## src/rtl/key_debounce.sv

```systemverilog
// key_debounce: synchronises and debounces active-low keys, emitting one-cycle press pulses.
// Define KEY_AUTOREPEAT_EN to add per-key hold-to-repeat pulses on key_press.
module key_debounce #(
  parameter int N_KEYS     = 2,
  parameter int DEB_CYCLES = 500000,
  parameter int REP_DELAY  = 25000000,
  parameter int REP_PERIOD = 5000000
) (
  input  logic              clk,
  input  logic              rst,
  input  logic [N_KEYS-1:0] key_in,
  output logic [N_KEYS-1:0] key_db,
  output logic [N_KEYS-1:0] key_press
);
  localparam int CW = $clog2(DEB_CYCLES + 1);
  localparam logic [CW-1:0] DEB_LAST = CW'(DEB_CYCLES - 1);
  if (DEB_CYCLES < 1 || REP_DELAY < 1 || REP_PERIOD < 1) begin : g_bad_params
    $error("key_debounce: cycle parameters must be at least 1");
  end
  logic [N_KEYS-1:0] s1, sync, acc, db_n, press_ev, rep;
  logic [CW-1:0]     cnt [N_KEYS];
  always_comb begin
    acc = '0;
    for (int i = 0; i < N_KEYS; i++) acc[i] = sync[i] != key_db[i] && cnt[i] == DEB_LAST;
    db_n     = (acc & sync) | (~acc & key_db);
    press_ev = acc & ~sync;
  end
  // cnt is cleared on acceptance, so it never passes DEB_CYCLES-1
  always_ff @(posedge clk or posedge rst)
    if (rst) begin
      s1        <= '1;
      sync      <= '1;
      key_db    <= '1;
      key_press <= '0;
      for (int i = 0; i < N_KEYS; i++) cnt[i] <= '0;
    end else begin
      s1        <= key_in;
      sync      <= s1;
      key_db    <= db_n;
      key_press <= press_ev | rep;
      for (int i = 0; i < N_KEYS; i++) cnt[i] <= (sync[i] == key_db[i] || acc[i]) ? '0 : cnt[i] + 1'b1;
    end
`ifdef KEY_AUTOREPEAT_EN
  localparam int RMAX = REP_DELAY > REP_PERIOD ? REP_DELAY : REP_PERIOD;
  localparam int RW   = $clog2(RMAX + 1);
  localparam logic [RW-1:0] RD_LAST = RW'(REP_DELAY - 1);
  localparam logic [RW-1:0] RP_LAST = RW'(REP_PERIOD - 1);
  typedef enum logic [1:0] {IDLE, DELAY, REPEAT} rep_state_t;
  rep_state_t      st   [N_KEYS];
  logic [RW-1:0]   rcnt [N_KEYS];
  // a release accepted this cycle wins over a coinciding repeat
  always_comb begin
    rep = '0;
    for (int i = 0; i < N_KEYS; i++)
      rep[i] = !db_n[i] && st[i] != IDLE && rcnt[i] == (st[i] == DELAY ? RD_LAST : RP_LAST);
  end
  always_ff @(posedge clk or posedge rst)
    if (rst) begin
      for (int i = 0; i < N_KEYS; i++) begin
        st[i]   <= IDLE;
        rcnt[i] <= '0;
      end
    end else begin
      for (int i = 0; i < N_KEYS; i++)
        if (db_n[i]) begin
          st[i]   <= IDLE;
          rcnt[i] <= '0;
        end else if (st[i] == IDLE) begin
          if (press_ev[i]) st[i] <= DELAY;
          rcnt[i] <= '0;
        end else if (rep[i]) begin
          st[i]   <= REPEAT;
          rcnt[i] <= '0;
        end else rcnt[i] <= rcnt[i] + 1'b1;
    end
`else
  assign rep = '0;
`endif
endmodule

```

## config.mk

```make
export PLATFORM = sky130hd
export DESIGN_NAME = key_debounce
export DESIGN_NICKNAME = d
export VERILOG_FILES = /design/src/rtl/key_debounce.sv
export SDC_FILE = /design/constraint.sdc
export NUM_CORES = 1
export LEC_CHECK = 0
export CAP_MARGIN = 15
export CORE_ASPECT_RATIO = 1.25
export CORE_MARGIN = 2
export CORE_UTILIZATION = 55
export CTS_CLUSTER_DIAMETER = 150
export CTS_CLUSTER_SIZE = 25
export DETAILED_ROUTE_END_ITERATION = 10
export DONT_BUFFER_PORTS = 1
export PLACE_DENSITY = 0.77
export SYNTH_ARGS = -nofsm -noshare
export SYNTH_HDL_FRONTEND = slang
export SYNTH_SLANG_ARGS = --single-unit
```

## constraint.sdc

```tcl
create_clock -name clk -period 2.75 [get_ports clk]
set_clock_uncertainty 0.1 [all_clocks]
set_input_delay 0.55 -clock clk [delete_from_list [all_inputs] [get_ports clk]]
set_output_delay 0.55 -clock clk [all_outputs]
set_load 0.01 [all_outputs]
```

==> results <==
- Leaving out fill and tap cells, the most frequent cell in the layout is dfrtp_1.
- The final route contains 1550 vias.
- The setup TNS is 0 ns.
- The clock period could shrink to 2.09 ns.
- The hold violation count in the final report is 0.
- On the final layout, the worst hold slack is 0.137 ns.
- The routed length per instance is 13.9 um.
- The number of antenna violations at the first check in global routing is 0.
- At the end of routability-driven placement, the weighted congestion stood at 0.779.
- The final setup violation count is 0.
- 8 I/O pins were placed.
- The quantity of gates resized following cts is 0.
- The cell area after technology mapping is 2200 um2.
- The number of cells produced by synthesis is 208.
- The first global-routing pass estimated 6380 um of wire.
- The max-slew violation count is 0.
- The clock transition at the registers of the reported paths is 0.08 ns.
- The number of iterations in the first detailed-routing pass is 4.
- The largest net degree at the start of global routing is 47.
- In the final layout, the share of cells above drive strength 1 is 0.117.
- The clock insertion delay at the later pin of the skew report is 0.30 ns.
- The number of storage elements in the synthesis netlist is 46.
- The actual slew at the worst max-slew pin is 0.542 ns.
- The combined global-route utilization of all metal layers is 0.195.
- The number of I/O port buffers is 0.
- In the final design database the tool counted 219 nets.
- The CTS buffer count is 5.
- The average instance in the mapped netlist occupies 10.6 um2.
- The number of nets in the synthesized netlist is 214.
- The share of synthesized area in the top cell type comes to 0.456.
- The buffer count from post-CTS setup fixing is 0.
- In this run the worst path has a maximum fanout of 12.
- Including well taps, the total number of placed cells is 260.
- Power spread over the standard cell area amounts to 483 nW/um2.
- The cell row count is 25.
- The type of element capturing the critical path is a flop.
- The kind of launch point of the worst setup path is a flop.
- The run finished with clean final reports.
- After detailed routing, the number of remaining DRC violations is 0.
- The number of buffers inserted for hold repair after clock tree synthesis is 0.
- The effective utilization at floorplan is 0.576.
- Of the synthesized area, sequential elements account for 0.527.
- For this run, the top clock speed supported by timing is 478 MHz.
- Leaving out fill and tap cells, the most frequent cells in the layout are dfrtp_1 (40), nor2_1 (28), xor2_1 (21).
- The min-delay analysis places its worst path in the category in -> reg.
- Max-cap violations in this run came to 0.
- The filler cells instantiated in the layout total 335.
- The worst slew margin relative to its limit is 0.639.
- Yosys mapped the design onto 29 distinct sky130hd cell types.
- The cell type with the largest total area after synthesis is dfrtp_1.
- The placed wire-length estimate after detailed placement is 2650 um.
- The number of vias per cell after detailed routing is 5.78.
- For this design the static power due to leakage is 0.982 nW.
- The worst vdd rail ir drop is 0.485 mV.
- The area added between synthesis and finish is 6.66%.
- In this run, the number of DRC markers left after iteration 0 of detailed routing was 88.
- The number of global-route vias before repair was 1497.
- The number of antenna diodes in the final layout is 0.
- The root buffer cell chosen for the clock tree is clkbuf_8.
- The number of warnings printed during yosys synthesis is 0.
- TritonCTS built the clock tree.
- The detail route stage leaves a number of antenna-violating nets equal to 0.
- The worst setup path is of the reg -> reg kind.
- Excluding fillers, the count of instances in the completed layout stands at 268.
- The die covers 4520 um2.
- Setup repair after global routing left no endpoint under its margin.
- The final critical-path share of the clock period is 0.761.
- The data required time of the worst path is 2.83 ns.
- The longest clock path from root to sink contains 2 buffers.
- The clock net in this run drives a total of 46 sinks.
- The floorplan step set the die width to 60.5 um.
- In this run the vertical extent of the chip is 74.7 um.
- The total overflow left after global routing is 0.
- By area the synthesized netlist is led by dfrtp_1 (46%), xor2_1 (8.4%), dfstp_2 (7.2%).
- For the worst setup path, the data arrival time is 2.17 ns.
- The H-tree depth is 2.
- The total wire length after detailed routing is 3720 um.
- The core footprint is 3820 um2.
-- kinds of logic (layout without fill, tap and decap cells) --
kind of cell             after synthesis  after routing  share of synthesized area
adder cells (fa/ha/maj)                2              2                     0.0114
AND/OR/NAND/NOR                       99             99                      0.268
XOR/XNOR                              24             24                     0.0957
multiplexers                           2              2                     0.0102
AO/OA/AOI/OAI                         26             26                     0.0672
flip-flops                            46             46                      0.527
buffers and inverters                  9             15                     0.0205
-- critical path: stages (launching register included) --
cell     delay, ns
dfrtp_1       0.47
nor4_1        0.42
nand4_1       0.21
o21ai_2       0.47
buf_4         0.24
a21oi_1       0.05
-- synth_stat cells, drive strengths merged --
| cell type | instances |
|---|---|
| nor4bb | 1 |
| dfstp | 6 |
| mux2 | 2 |
| nor2 | 28 |
| a21oi | 12 |
| nor4 | 2 |
| and4bb | 1 |
| ha | 2 |
| and2 | 1 |
| o31ai | 4 |
| and3 | 5 |
| nand3 | 11 |
| buf | 5 |
| xor2 | 21 |
| inv | 4 |
| or4 | 4 |
| dfrtp | 40 |
| nand4 | 16 |
| and4 | 8 |
| nor3b | 4 |
| o21ai | 10 |
| xnor2 | 3 |
| nand2 | 10 |
| or3 | 8 |
-- cell type report --
type	instances	area, um2	share of cell area
Tap cell	54	67.6	0.0288
Timing Repair Buffer	3	22.5	0.00961
Clock inverter	2	13.8	0.00587
Sequential cell	46	1160	0.494
Inverter	4	15.0	0.00641
Clock buffer	6	72.6	0.0310
Multi-Input combinational cell	153	993	0.424
-- state kept, by name, indices dropped and copies added, names as in the netlist, named ones only --
name       flops
cnt           38
s1             2
key_press      2
sync           2
-- stage by stage --
step	util	cell area [um2]	power [mW]	setup slack (ns)
CTS	0.614	2340	1.15	0.708
detailed placement	0.591	2260	0.749	0.717
global route	0.614	2340	1.18	0.511
floorplan	-	2200	0.737	1.02
global placement	0.591	2260	0.749	0.785
finish	0.614	2340	1.13	0.657
-- power breakdown --
| part | switching [mW] | total [mW] | internal, mW | leakage [nW] |
|---|---|---|---|---|
| clock | 0.218 | 0.397 | 0.179 | 0.0452 |
| sequential | 0.00912 | 0.698 | 0.689 | 0.617 |
| combinational | 0.0264 | 0.0372 | 0.0108 | 0.320 |
-- path summary, 6_finish.rpt --
kind / start / endpoint / slack (ns) / cells after the start
max in group asynchronous: rst / cnt[6]$_DFF_PP0_ / 2.01 / 2
min reg2reg: s1[0]$_DFF_PP1_ / sync[0]$_DFF_PP1_ / 0.26 / 0
max: cnt[9]$_DFF_PP0_ / cnt[18]$_DFF_PP0_ / 0.66 / 5
min in group asynchronous: rst / cnt[15]$_DFF_PP0_ / 0.16 / 2
max reg2reg: cnt[9]$_DFF_PP0_ / cnt[18]$_DFF_PP0_ / 0.66 / 5
min: key_in[1] / s1[1]$_DFF_PP1_ / 0.14 / 0
-- metal layers --
layer | global-route usage | part of all wire | vias to the layer above
li1 | - | - | 764
met4 | 0.101 | 0.029 | 0
met1 | 0.212 | 0.41 | 757
met2 | 0.342 | 0.53 | 16
met5 | 0 | 0 | -
met3 | 0.0567 | 0.026 | 13
Power figures use the tool's default switching activity.
